File: src/rtl/spi_camera_pkg.sv
// Shared FSM encoding and register-map constants for the SPI camera responder.
// Pure declarations; no timing or flow control.
package spi_camera_pkg;

   typedef enum logic [2:0] {
      ST_IDLE  = 3'd0,
      ST_CMD   = 3'd1,
      ST_WDATA = 3'd2,
      ST_RDATA = 3'd3,
      ST_BURST = 3'd4,
      ST_DONE  = 3'd5
   } state_e;

   localparam int         CMD_WRITE_BIT  = 7;
   localparam logic [6:0] ADDR_ID        = 7'h00;
   localparam logic [6:0] ADDR_FIFO_CTRL = 7'h04;
   localparam int         NUM_REGS       = 8;

endpackage

File: src/rtl/spi_sync_edge.sv
// 2-flop synchronizer with rise/fall detect; edges and level valid 2 clk after the pin changes.
// No backpressure: one-clk edge pulses, consumer must take them when they occur.
module spi_sync_edge #(
   parameter logic RST_VAL = 1'b0
) (
   input  logic clk_i,
   input  logic rst_ni,
   input  logic async_i,
   output logic level_o,
   output logic rise_o,
   output logic fall_o
);

   logic meta_q, sync_q, prev_q;

   always_ff @(posedge clk_i or negedge rst_ni) begin
      if (!rst_ni) begin
         meta_q <= RST_VAL;
         sync_q <= RST_VAL;
         prev_q <= RST_VAL;
      end else begin
         meta_q <= async_i;
         sync_q <= meta_q;
         prev_q <= sync_q;
      end
   end

   assign level_o = sync_q;
   assign rise_o  = sync_q & ~prev_q;
   assign fall_o  = ~sync_q & prev_q;

endmodule

File: src/rtl/spi_camera_responder.sv
// SPI mode-0 register responder (ID, 7 r/w regs, pattern burst when SPI_RESP_BURST_EN is defined).
// ~3 clk pin sync, wr_valid 1 clk after the synced 8th data rise; no backpressure, the initiator paces everything.
module spi_camera_responder
   import spi_camera_pkg::*;
#(
   parameter logic [7:0] ID_VALUE   = 8'h55,
   parameter logic [6:0] BURST_ADDR = 7'h3C
) (
   input  logic       clk,
   input  logic       reset_rtl_0,
   input  logic       camera_spi_sclk,
   input  logic       camera_spi_ss,
   input  logic       camera_spi_mosi,
   output logic       camera_spi_miso,
   output logic       wr_valid,
   output logic [2:0] wr_addr,
   output logic [7:0] wr_data,
   output logic       burst_active
);

   localparam logic [2:0] S_IDLE  = ST_IDLE;
   localparam logic [2:0] S_CMD   = ST_CMD;
   localparam logic [2:0] S_WDATA = ST_WDATA;
   localparam logic [2:0] S_RDATA = ST_RDATA;
   localparam logic [2:0] S_BURST = ST_BURST;
   localparam logic [2:0] S_DONE  = ST_DONE;

   logic       sclk_lvl, sclk_rise, sclk_fall;
   logic       ss_lvl, ss_rise, ss_fall;
   logic       mosi_meta_q, mosi_sync_q;

   logic [2:0] state_q, state_d;
   logic [2:0] bit_cnt_q, bit_cnt_d;
   logic [6:0] shift_q, shift_d;
   logic [6:0] addr_q, addr_d;
   logic [7:0] tx_q, tx_d;
   logic       load_q, load_d;
   logic       miso_q, miso_d;
   logic       wr_valid_q, wr_valid_d;
   logic [2:0] wr_addr_q, wr_addr_d;
   logic [7:0] wr_data_q, wr_data_d;
   logic [7:0] regs_q [NUM_REGS];
   logic [7:0] regs_d [NUM_REGS];
   logic [1:0] settle_q, settle_d;
   logic       armed_q, armed_d;
   logic [7:0] rx_byte, rd_byte, out_byte;
`ifdef SPI_RESP_BURST_EN
   logic [7:0] pat_q, pat_d;
`endif

   spi_sync_edge #(.RST_VAL(1'b0)) u_sclk_sync (
      .clk_i(clk), .rst_ni(reset_rtl_0), .async_i(camera_spi_sclk),
      .level_o(sclk_lvl), .rise_o(sclk_rise), .fall_o(sclk_fall)
   );

   spi_sync_edge #(.RST_VAL(1'b1)) u_ss_sync (
      .clk_i(clk), .rst_ni(reset_rtl_0), .async_i(camera_spi_ss),
      .level_o(ss_lvl), .rise_o(ss_rise), .fall_o(ss_fall)
   );

   always_comb begin
      rd_byte = 8'h00;
      if (addr_q == ADDR_ID) begin
         rd_byte = ID_VALUE;
      end else if (addr_q < 7'(NUM_REGS)) begin
         rd_byte = regs_q[addr_q[2:0]];
      end
`ifndef SPI_RESP_BURST_EN
      if (addr_q == BURST_ADDR) rd_byte = 8'h00;
`endif
   end

   // Only a select that falls after reset has settled and ss was seen high counts as a new frame.
   always_comb begin
      state_d    = state_q;
      bit_cnt_d  = bit_cnt_q;
      shift_d    = shift_q;
      addr_d     = addr_q;
      tx_d       = tx_q;
      load_d     = load_q;
      miso_d     = miso_q;
      wr_valid_d = 1'b0;
      wr_addr_d  = wr_addr_q;
      wr_data_d  = wr_data_q;
      regs_d     = regs_q;
      settle_d   = (settle_q == 2'd3) ? settle_q : settle_q + 2'd1;
      armed_d    = armed_q | ((settle_q == 2'd3) & ss_lvl);
      rx_byte    = {shift_q, mosi_sync_q};
      out_byte   = load_q ? rd_byte : tx_q;
`ifdef SPI_RESP_BURST_EN
      pat_d      = pat_q;
      if (state_q == S_BURST && load_q) out_byte = pat_q;
`endif

      if (ss_rise) begin
         state_d   = S_IDLE;
         bit_cnt_d = 3'd0;
         shift_d   = 7'd0;
         load_d    = 1'b0;
         miso_d    = 1'b0;
      end else begin
         case (state_q)
            S_IDLE: begin
               miso_d    = 1'b0;
               bit_cnt_d = 3'd0;
               shift_d   = 7'd0;
               if (ss_fall && armed_q && !sclk_lvl) state_d = S_CMD;
            end
            S_CMD: begin
               if (sclk_rise) begin
                  shift_d   = rx_byte[6:0];
                  bit_cnt_d = bit_cnt_q + 3'd1;
                  if (bit_cnt_q == 3'd7) begin
                     addr_d = rx_byte[6:0];
                     if (rx_byte[CMD_WRITE_BIT]) begin
                        state_d = S_WDATA;
`ifdef SPI_RESP_BURST_EN
                     end else if (rx_byte[6:0] == BURST_ADDR) begin
                        state_d = S_BURST;
                        load_d  = 1'b1;
`endif
                     end else begin
                        state_d = S_RDATA;
                        load_d  = 1'b1;
                     end
                  end
               end
            end
            S_WDATA: begin
               if (sclk_rise) begin
                  shift_d   = rx_byte[6:0];
                  bit_cnt_d = bit_cnt_q + 3'd1;
                  if (bit_cnt_q == 3'd7) begin
                     state_d = S_DONE;
                     if (addr_q != ADDR_ID && addr_q < 7'(NUM_REGS)) begin
                        wr_valid_d             = 1'b1;
                        wr_addr_d              = addr_q[2:0];
                        wr_data_d              = rx_byte;
                        regs_d[addr_q[2:0]]    = rx_byte;
`ifdef SPI_RESP_BURST_EN
                        if (addr_q == ADDR_FIFO_CTRL && rx_byte[0]) pat_d = 8'h00;
`endif
                     end
                  end
               end
            end
            S_RDATA: begin
               if (sclk_fall) begin
                  miso_d = out_byte[7];
                  tx_d   = {out_byte[6:0], 1'b0};
                  load_d = 1'b0;
               end
               if (sclk_rise) begin
                  bit_cnt_d = bit_cnt_q + 3'd1;
                  if (bit_cnt_q == 3'd7) begin
                     state_d = S_DONE;
                     miso_d  = 1'b0;
                  end
               end
            end
            S_BURST: begin
`ifdef SPI_RESP_BURST_EN
               if (sclk_fall) begin
                  miso_d = out_byte[7];
                  tx_d   = {out_byte[6:0], 1'b0};
                  load_d = 1'b0;
               end
               if (sclk_rise) begin
                  bit_cnt_d = bit_cnt_q + 3'd1;
                  if (bit_cnt_q == 3'd7) begin
                     pat_d  = pat_q + 8'd1;
                     load_d = 1'b1;
                  end
               end
`else
               state_d = S_IDLE;
               miso_d  = 1'b0;
`endif
            end
            S_DONE: begin
               miso_d = 1'b0;
            end
            default: begin
               state_d = S_IDLE;
               miso_d  = 1'b0;
            end
         endcase
      end
   end

   always_ff @(posedge clk or negedge reset_rtl_0) begin
      if (!reset_rtl_0) begin
         mosi_meta_q <= 1'b0;
         mosi_sync_q <= 1'b0;
         state_q     <= S_IDLE;
         bit_cnt_q   <= 3'd0;
         shift_q     <= 7'd0;
         addr_q      <= 7'd0;
         tx_q        <= 8'd0;
         load_q      <= 1'b0;
         miso_q      <= 1'b0;
         wr_valid_q  <= 1'b0;
         wr_addr_q   <= 3'd0;
         wr_data_q   <= 8'd0;
         settle_q    <= 2'd0;
         armed_q     <= 1'b0;
         for (int i = 0; i < NUM_REGS; i++) regs_q[i] <= 8'h00;
`ifdef SPI_RESP_BURST_EN
         pat_q       <= 8'h00;
`endif
      end else begin
         mosi_meta_q <= camera_spi_mosi;
         mosi_sync_q <= mosi_meta_q;
         state_q     <= state_d;
         bit_cnt_q   <= bit_cnt_d;
         shift_q     <= shift_d;
         addr_q      <= addr_d;
         tx_q        <= tx_d;
         load_q      <= load_d;
         miso_q      <= miso_d;
         wr_valid_q  <= wr_valid_d;
         wr_addr_q   <= wr_addr_d;
         wr_data_q   <= wr_data_d;
         settle_q    <= settle_d;
         armed_q     <= armed_d;
         regs_q      <= regs_d;
`ifdef SPI_RESP_BURST_EN
         pat_q       <= pat_d;
`endif
      end
   end

   assign camera_spi_miso = miso_q;
   assign wr_valid        = wr_valid_q;
   assign wr_addr         = wr_addr_q;
   assign wr_data         = wr_data_q;
`ifdef SPI_RESP_BURST_EN
   assign burst_active    = (state_q == S_BURST);
`else
   assign burst_active    = 1'b0;
`endif

endmodule

File: config.mk
export PLATFORM = sky130hd
export DESIGN_NAME = spi_camera_responder
export DESIGN_NICKNAME = d
export VERILOG_FILES = /design/src/rtl/spi_camera_pkg.sv /design/src/rtl/spi_sync_edge.sv /design/src/rtl/spi_camera_responder.sv
export SDC_FILE = /design/constraint.sdc
export NUM_CORES = 1
export LEC_CHECK = 0
export BUFFER_PORTS_ARGS = -buffer_cell sky130_fd_sc_hd__buf_2
export CAP_MARGIN = 20
export CORE_AREA = 2 2 110 112
export DETAILED_ROUTE_END_ITERATION = 8
export DIE_AREA = 0 0 112 114
export PLACE_DENSITY = 0.58
export SKIP_LAST_GASP = 1
export SLEW_MARGIN = 20
export SYNTH_ARGS = -nofsm -noshare
export SYNTH_HDL_FRONTEND = slang
export SYNTH_SLANG_ARGS = --single-unit
File: constraint.sdc
create_clock -name clk -period 4.6 [get_ports clk]
set_clock_uncertainty 0.2 [all_clocks]
set_input_delay 0.92 -clock clk [delete_from_list [all_inputs] [get_ports clk]]
set_output_delay 0.92 -clock clk [all_outputs]
set_load 0.1 [all_outputs]
==> impl_metrics.toml <==
[worst_setup_path]
crit_start = "state_q[2]"
cp_num_buf_inv = 0
slowest_stage = "nor4_4"
setup.worst_path.start_class = "register"
worstSetupEndpointType = "register"
reg2regPathDepth = 4
crit_chain = "and2b_1 -> nand2_1 -> nor4_4 -> mux2_2"
crit_end = "regs_q[44]"
cp.depth = 4
critical_path_class = "register to register"
rrSetupSlack_ps = 2000
critPathMaxStageDelay_ps = 810
required_ps = 4640
rr_startpoint = "state_q[2]"
r2r-end = "regs_q[44]"
critPathTopFamily = "simple AND/OR/NAND/NOR gates"
critPathArrivalTime_ps = 2640
critPathMaxFanout = 8

[synth]
yosysSeqAreaShare_pct = 55.46
synthFlopType = "dfrtp_1"
yosysWarnings = 0
async_reset_ff_share_pct = 100.0
synth_edf_count = 0
syn-cell-area_um2 = 5060
ys_ff_latch = 112
ys_types = 55
syn_inst = 375
synth_area_per_cell_um2 = 13.49
syn-num-nets = 383

[timing]
max_freq_ghz = 0.3851
hold_viol = 0
slew_viol_final = 0
fin_crit_ps = 2597
period_share_pct = 56.45
worst_pin_slew_ps = 1008
rsz0062_at_grt = "false"
setup_viol_count_final = 0
slew_headroom_pct = 32.82
finalSetupTns_ps = 0

[clocking]
clk_latency_ps = 360
cts_tree = "built"
root_buffer = "clkbuf_16"
cts_buffer_depth = 2
cts_sinks = 112
post_cts_buffers = 0
path_clk_slew_ps = 70
cts_resized = 0
cts_buffers = 9
htreeDepth = 3
cts_hold_buffers = 0

[finish]
fillers = 1070
area_delta_synth_final_pct = 9.224
final_common_cell = "dfrtp_1"
antenna_cells = 0
final_net_count = 382
layout-drive-gt1-share_pct = 35.09
finalNonFillerCells = 526
multi_input_comb_area_um2 = 2082
regArea_um2 = 2808
final_cell_mix = "dfrtp_1 (108), mux2_2 (74), mux2i_1 (23)"

[job]
cap_violations = 0

[grt]
grt_pass1_wl_um = 16430
grt_overflow_total = 0
grt_use_total_pct = 16.93
grt_pass1_vias = 2965
grt_max_degree = 76
antenna_found_initial = 0

[floorplanning]
die_x_um = 112
die_area_um2 = 12770
io_pins = 19
fp.dieH_um = 114
core-area_um2 = 11710
num_rows = 40
start_util_pct = 43.21

[route]
vias_per_cell = 5.494
routedWlPerCell_um = 19.06
drt_iter0_markers = 125
route.vias.total = 2890
ant_nets = 0
drc_errors = 0
drtPass1Iterations = 4
wl_um = 10030

[status]
status = "finished clean"

[worst_hold_path]
hold_path.class = "register to register"

[place]
dp.cells = 510
gp_congestion = 0.8328
dp.final_hpwl_um = 6545
port_buffers = 17

[power]
ir_drop_mv = 0.2039
p_leak_nw = 2.612
powerDensity_nw_per_um2 = 332.2
## layout make-up
| type | instances | area share, % |
|---|---|---|
| Sequential cell | 112 | 50.80 |
| Tap cell | 147 | 3.328 |
| Clock buffer | 10 | 4.324 |
| Timing Repair Buffer | 19 | 2.083 |
| Inverter | 13 | 0.8830 |
| Clock inverter | 6 | 0.9056 |
| Multi-Input combinational cell | 219 | 37.67 |
## worst min path at each step
stage                                  start                   to  slack [ps]  cells past startpoint
after global placement           mosi_meta_q          mosi_sync_q         130                      0
after CTS                        mosi_meta_q          mosi_sync_q         150                      0
after global routing        u_ss_sync.meta_q    u_ss_sync.level_o         160                      0
after detailed placement         mosi_meta_q          mosi_sync_q         130                      0
final                     u_sclk_sync.meta_q  u_sclk_sync.level_o         150                      0
after floorplan                  mosi_meta_q          mosi_sync_q         130                      0
## Yosys cell counts (5+ instances only)
| cell | count | area (µm²) |
|---|---|---|
| buf_2 | 7 | 35.03 |
| dfrtp_1 | 109 | 2728 |
| nor2_1 | 13 | 48.80 |
| mux2i_1 | 23 | 230.2 |
| inv_1 | 13 | 48.80 |
| mux2_2 | 74 | 833.3 |
| clkbuf_1 | 20 | 75.07 |
| nand2_1 | 12 | 45.04 |
| mux4_2 | 7 | 157.7 |
| o22ai_1 | 5 | 31.28 |
## metrics by stage
stage / hold WS (ps) / total power, mW / cell area, µm² / util, % / setup WS (ps)
2_1_floorplan: 131.2 / 1.056 / 5060 / - / 2448
3_3_place_gp: 132.2 / 1.090 / 5233 / 44.68 / 2016
3_5_place_dp: 134.7 / 1.091 / 5233 / 44.68 / 2002
4_1_cts: 151.9 / 1.862 / 5522 / 47.15 / 1994
5_1_grt: 160.4 / 1.908 / 5527 / 47.19 / 1759
6_report: 149.1 / 1.836 / 5527 / 47.19 / 2003
## layer usage
layer	share of wire (%)	vias to the layer above	global-route usage, %
met5	0	-	0
met4	2.6	0	8.618
met3	3.0	21	3.401
met2	45	46	25.29
met1	50	1480	23.68
li1	-	1343	-
## where the power goes
part / switching, mW / leakage (nW) / internal, mW
Combinational: 0.0451 / 0.948 / 0.0175
Sequential: 0.0149 / 1.52 / 0.993
Clock: 0.375 / 0.141 / 0.391
Total: 0.435 / 2.61 / 1.40
## registers in the layout (all words and copies together), names as in the netlist
name,flops
u_ss_sync.meta_q,1
mosi_meta_q,1
armed_q,1
mosi_sync_q,1
wr_valid,1
load_q,1
addr_q,7
u_sclk_sync.meta_q,1
wr_data,8
regs_q,60
bit_cnt_q,3
camera_spi_miso,1
wr_addr,3
u_sclk_sync.level_o,1
state_q,3
u_sclk_sync.prev_q,1
settle_q,2
tx_q,7
u_ss_sync.level_o,1
u_ss_sync.prev_q,1
shift_q,7
## logic make-up after synthesis
family          synth area share [%]
other cells                  0.07411
fa+ha+maj                     0.9398
simple gates                   8.705
compound gates                 5.861
buf+inv                        3.585
mux                            25.02
xor+xnor                      0.3463
flops                          55.47
(Power assumes the default switching activity.)
